[src/rtl/multdiv_unit.sv]
// multdiv_unit: iterative 32-bit MULT/MULTU/DIV/DIVU engine feeding the HI/LO write mux; MULTDIV_FAST_MUL_EN selects a single-cycle multiply path
module multdiv_unit (
  input  logic        clk,
  input  logic        rst_n,
  input  logic        start,
  input  logic [1:0]  op,
  input  logic [31:0] a,
  input  logic [31:0] b,
  output logic        busy,
  output logic        done,
  output logic [31:0] hi,
  output logic [31:0] lo
);
  typedef enum logic [1:0] {IDLE, RUN, FIX} state_t;
  state_t state, state_nx;
  logic [1:0]  op_q;
  logic [31:0] md, a_raw;
  logic [63:0] acc;
  logic [4:0]  cnt;
  logic        neg_q, neg_r;
  logic [31:0] abs_a, abs_b;
  logic [32:0] mul_sum, div_r;
  logic [31:0] div_d;
  logic        div_ge;
  logic [63:0] mul_nx, div_nx, prod_mag, prod;
  logic [31:0] quo, rem, res_hi, res_lo;
  // operand magnitudes for the signed ops
  always_comb begin
    abs_a = (!op[0] && a[31]) ? -a : a;
    abs_b = (!op[0] && b[31]) ? -b : b;
  end
  // one radix-2 iteration of shift-add multiply and restoring divide
  always_comb begin
    mul_sum = {1'b0, acc[63:32]} + (acc[0] ? {1'b0, md} : 33'd0);
    mul_nx  = {mul_sum, acc[31:1]};
    div_r   = acc[63:31];
    div_ge  = div_r >= {1'b0, md};
    div_d   = div_r[31:0] - md;
    div_nx  = div_ge ? {div_d, acc[30:0], 1'b1} : {div_r[31:0], acc[30:0], 1'b0};
  end
  // sign correction and result selection, divide-by-zero overrides
  always_comb begin
`ifdef MULTDIV_FAST_MUL_EN
    prod_mag = 64'(md) * 64'(acc[31:0]);
`else
    prod_mag = acc;
`endif
    prod   = neg_q ? -prod_mag : prod_mag;
    quo    = neg_q ? -acc[31:0] : acc[31:0];
    rem    = neg_r ? -acc[63:32] : acc[63:32];
    res_hi = !op_q[1] ? prod[63:32] : (md == 32'd0) ? a_raw : rem;
    res_lo = !op_q[1] ? prod[31:0] : (md == 32'd0) ? 32'hFFFFFFFF : quo;
  end
  // state register
  always_ff @(posedge clk or negedge rst_n)
    if (!rst_n) state <= IDLE;
    else state <= state_nx;
  // next-state: 32 RUN iterations between accept and fix-up
  always_comb begin
    state_nx = state;
    case (state)
`ifdef MULTDIV_FAST_MUL_EN
      IDLE: state_nx = start ? (op[1] ? RUN : FIX) : IDLE;
`else
      IDLE: state_nx = start ? RUN : IDLE;
`endif
      RUN:  state_nx = (cnt == 5'd31) ? FIX : RUN;
      FIX:  state_nx = IDLE;
      default: state_nx = IDLE;
    endcase
  end
  // datapath: latch operands on accept, iterate in RUN, publish in FIX
  always_ff @(posedge clk or negedge rst_n) begin
    if (!rst_n) begin
      busy  <= 1'b0;
      done  <= 1'b0;
      hi    <= '0;
      lo    <= '0;
      op_q  <= '0;
      md    <= '0;
      a_raw <= '0;
      acc   <= '0;
      cnt   <= '0;
      neg_q <= 1'b0;
      neg_r <= 1'b0;
    end else begin
      done <= 1'b0;
      case (state)
        IDLE: if (start) begin
          op_q  <= op;
          md    <= op[1] ? abs_b : abs_a;
          acc   <= {32'd0, op[1] ? abs_a : abs_b};
          a_raw <= a;
          neg_q <= !op[0] && (a[31] ^ b[31]);
          neg_r <= !op[0] && a[31];
          cnt   <= '0;
          busy  <= 1'b1;
        end
        RUN: begin
          acc <= op_q[1] ? div_nx : mul_nx;
          cnt <= cnt + 5'd1;
        end
        FIX: begin
          hi   <= res_hi;
          lo   <= res_lo;
          done <= 1'b1;
          busy <= 1'b0;
        end
        default: ;
      endcase
    end
  end
endmodule
[config.mk]
export PLATFORM = sky130hd
export DESIGN_NAME = multdiv_unit
export DESIGN_NICKNAME = d
export VERILOG_FILES = /design/src/rtl/multdiv_unit.sv
export SDC_FILE = /design/constraint.sdc
export NUM_CORES = 1
export LEC_CHECK = 0
export CAP_MARGIN = 10
export CORE_MARGIN = 1
export CORE_UTILIZATION = 48
export DETAILED_ROUTE_END_ITERATION = 8
export PLACE_DENSITY_LB_ADDON = 0.12
export SYNTH_ARGS = -nofsm -noshare
export SYNTH_HDL_FRONTEND = slang
export SYNTH_SLANG_ARGS = --single-unit
[constraint.sdc]
create_clock -name clk -period 4 [get_ports clk]
set_input_delay 0.4 -clock clk [delete_from_list [all_inputs] [get_ports clk]]
set_output_delay 0.4 -clock clk [all_outputs]
set_load 0.01 [all_outputs]
==> results.yml <==
power:
  p_int_mw: 9.16
  powerDensity_nw_per_um2: 930
  pwr-share-comb_pct: 64.7
  p_sw_mw: 8.89
  power.leakage_nw: 8.15
  ir_drop_v: 0.000794
  switching_share_pct: 49.3
  total_power_mw: 18.1
  power_frac_seq_pct: 22.0
  p_clk_share_pct: 13.3
timing:
  period_share_pct: 95.1
  relSlewSlack_pct: 36.8
  fin_worst_skew_ns: 0.0198
  slew_violations: 0
  rsz0062_at_grt: "no"
  worst_pin_slew_ns: 0.948
  timing.fmax_ghz: 0.263
  setup_viol: 0
  finalSetupTns_ns: 0
  hold_viol: 0
  period_minus_slack_ns: 3.80
synthesis:
  synth_edf_count: 0
  synth_seq_cells: 204
  synthCells: 2131
  synth_flop_cell: "dfrtp_1"
  syn_avg_cell_area_sq_um: 7.77
  ys_seq_area_share_pct: 30.8
  yosysWarningCount: 0
  syn-num-nets: 2272
  synth_area_sq_um: 16600
  synth.distinct_cells: 79
  synth_largest_area_cell: "dfrtp_1"
  synth_area_leaders: "dfrtp_1, nand2_1, o21ai_0"
  synthArstFlopShare_pct: 100
  synth_top_area_share_pct: 30.8
critical_path:
  end_kind: "flip-flop"
  cp_data_arrival_time_ns: 4.27
  critical_path_class: "flip-flop to flip-flop"
  critical_path_required_ns: 4.46
  crit_path_max_fanout: 14
  cp-start-kind: "flip-flop"
drt:
  avgRoutedWirePerCell_um: 22.4
  num_vias: 16700
  drtAntennaViolNets: 0
  first_pass_iters: 5
  drc: 0
  highest_layer: "met4"
  drt_iter0_drc: 1883
  drt-met1-wl_um: 26700
  dr_wl_met3_um: 5480
  drt_wl_total_um: 60400
  dr_wl_met2_um: 26400
  viasPerCell: 6.21
final_layout:
  drive_gt1_share_pct: 7.18
  layout_commonest_cell: "nand2_1"
  final_cell_mix: "nand2_1, dfrtp_1, nor2_1"
  fin_cells: 2692
  nets: 2365
  area_delta_synth_final_pct: 17.2
  postLayoutCoreUtil_pct: 57.6
grt:
  grt_max_degree: 97
  grt_pass1_wl_um: 92200
  overflow: 0
  grt_usage_pct: 33.8
  antenna_found_initial: 0
  grt_pass1_vias: 15300
clock_tree:
  root_buffer: "clkbuf_16"
  cts_buffers: 26
  cts_tree: "done"
  ctsHtreeMaxLevel: 1
  cts_buffer_depth: 3
  clock-sinks: 204
  clk_latency_ns: 0.56
  clk_pin_slew_ns: 0.06
floorplan:
  die_area_sq_um: 35200
  core_area_sq_um: 33700
  num_rows: 67
  initial_core_util_pct: 49.1
  die-height_um: 188
  die_x_um: 188
  io_pins: 135
run_status:
  outcome: "complete, no violations"
place:
  place_hpwl_um: 45700
  place_congestion: 0.959
  dpl.cell_count: 2643
  port_buffers: 134
run:
  cap_violations: 0
worst_hold_path:
  hp-class: "primary input to flip-flop"
[layout make-up]
class	instances	area (sq um)
Fill cell	3191	14300
Multi-Input combinational cell	1712	10700
Sequential cell	204	5110
Timing Repair Buffer	212	1980
Clock buffer	36	739
Tap cell	448	561
Inverter	68	255
Clock inverter	11	110
Antenna cell	1	2.50
[routing by layer]
layer | vias up | track usage, %
met2 | 734 | 51.4
met4 | 0 | 10.2
met5 | - | 0
li1 | 7794 | -
met3 | 117 | 5.67
met1 | 8083 | 48.8
[critical path, stage by stage, from the launching register on]
cell and delay [ns]:
dfrtp_1 0.43, inv_1 0.18, buf_12 0.16, nor2_1 0.06
ha_1 0.21, buf_4 0.16, or4_1 0.40, o21ai_0 0.44
a31oi_1 0.25, a221oi_1 0.34, buf_4 0.19, o21ai_1 0.12
a31oi_1 0.27, o21ai_0 0.15, xnor2_1 0.14, a211oi_1 0.22
[per-stage QoR]
stage	area [sq um]	hold slack [ns]	setup WS [ns]
after CTS	19400	0.467	0.276
final	19400	0.464	0.198
after detailed placement	18500	0.465	0.293
after global routing	19400	0.497	0.0328
after global placement	18500	0.458	0.358
after floorplan	16600	0.104	0.666
[path summary, 6_finish.rpt]
check / start / end / slack (ns) / cells after the start
worst max-delay path: acc[0]$_DFFE_PN0P_ / acc[60]$_DFFE_PN0P_ / 0.20 / 15
worst min-delay path: a[7] / a_raw[7]$_DFFE_PN0P_ / 0.46 / 3
worst max register to register: acc[0]$_DFFE_PN0P_ / acc[60]$_DFFE_PN0P_ / 0.20 / 15
worst min register to register: a_raw[11]$_DFFE_PN0P_ / a_raw[11]$_DFFE_PN0P_ / 0.47 / 2
max in group asynchronous: rst_n / acc[6]$_DFFE_PN0P_ / 2.44 / 3
min in group asynchronous: rst_n / hi[23]$_DFFE_PN0P_ / 0.51 / 2
[Yosys cell counts (16+ instances only)]
master / n
nand2_1: 299
dfrtp_1: 204
nor2_1: 202
o21ai_0: 194
a21oi_1: 181
clkbuf_1: 132
xor2_1: 107
xnor2_1: 81
ha_1: 70
inv_1: 67
a211oi_1: 59
mux2i_1: 51
o211ai_1: 39
nor3_1: 34
nand3_1: 33
a31oi_1: 30
o31ai_1: 29
a21o_1: 23
or3_1: 22
nand2b_1: 21
nor4_1: 20
nand4_1: 16
nor2b_1: 16
[cell families after synthesis]
logic type | synth area share [%]
XOR/XNOR | 9.95
AND/OR/NAND/NOR | 20.3
multiplexers | 3.63
AO/OA/AOI/OAI | 24.8
flip-flops | 30.8
adder cells (fa/ha/maj) | 5.53
buffers and inverters | 4.97
[power by group through the flow]
stage                     Sequential (mW)  Clock, mW  Combinational (mW)
after global placement               3.94          0                11.3
after detailed placement             3.97          0                11.4
final                                3.98       2.40                11.7
after CTS                            3.94       2.41                11.5
after global routing                 4.06       2.49                12.8
after floorplan                      3.49          0                8.24
[flip-flops by register name, summed over array words and instances, names as in the netlist]
name and flops:
md 32, done 1, op_q 1, cnt 5
hi 32, a_raw 32, lo 32, neg_q 1
busy 1, neg_r 1, acc 64, state 2
[what timing repair did]
action                     4_1_cts  5_1_grt
hold buffers                     1        0
hold endpoints to repair        47        0
setup endpoints to repair        0        4
setup buffers                    0        0
resized for setup                0        2
(Power assumes the default switching activity.)
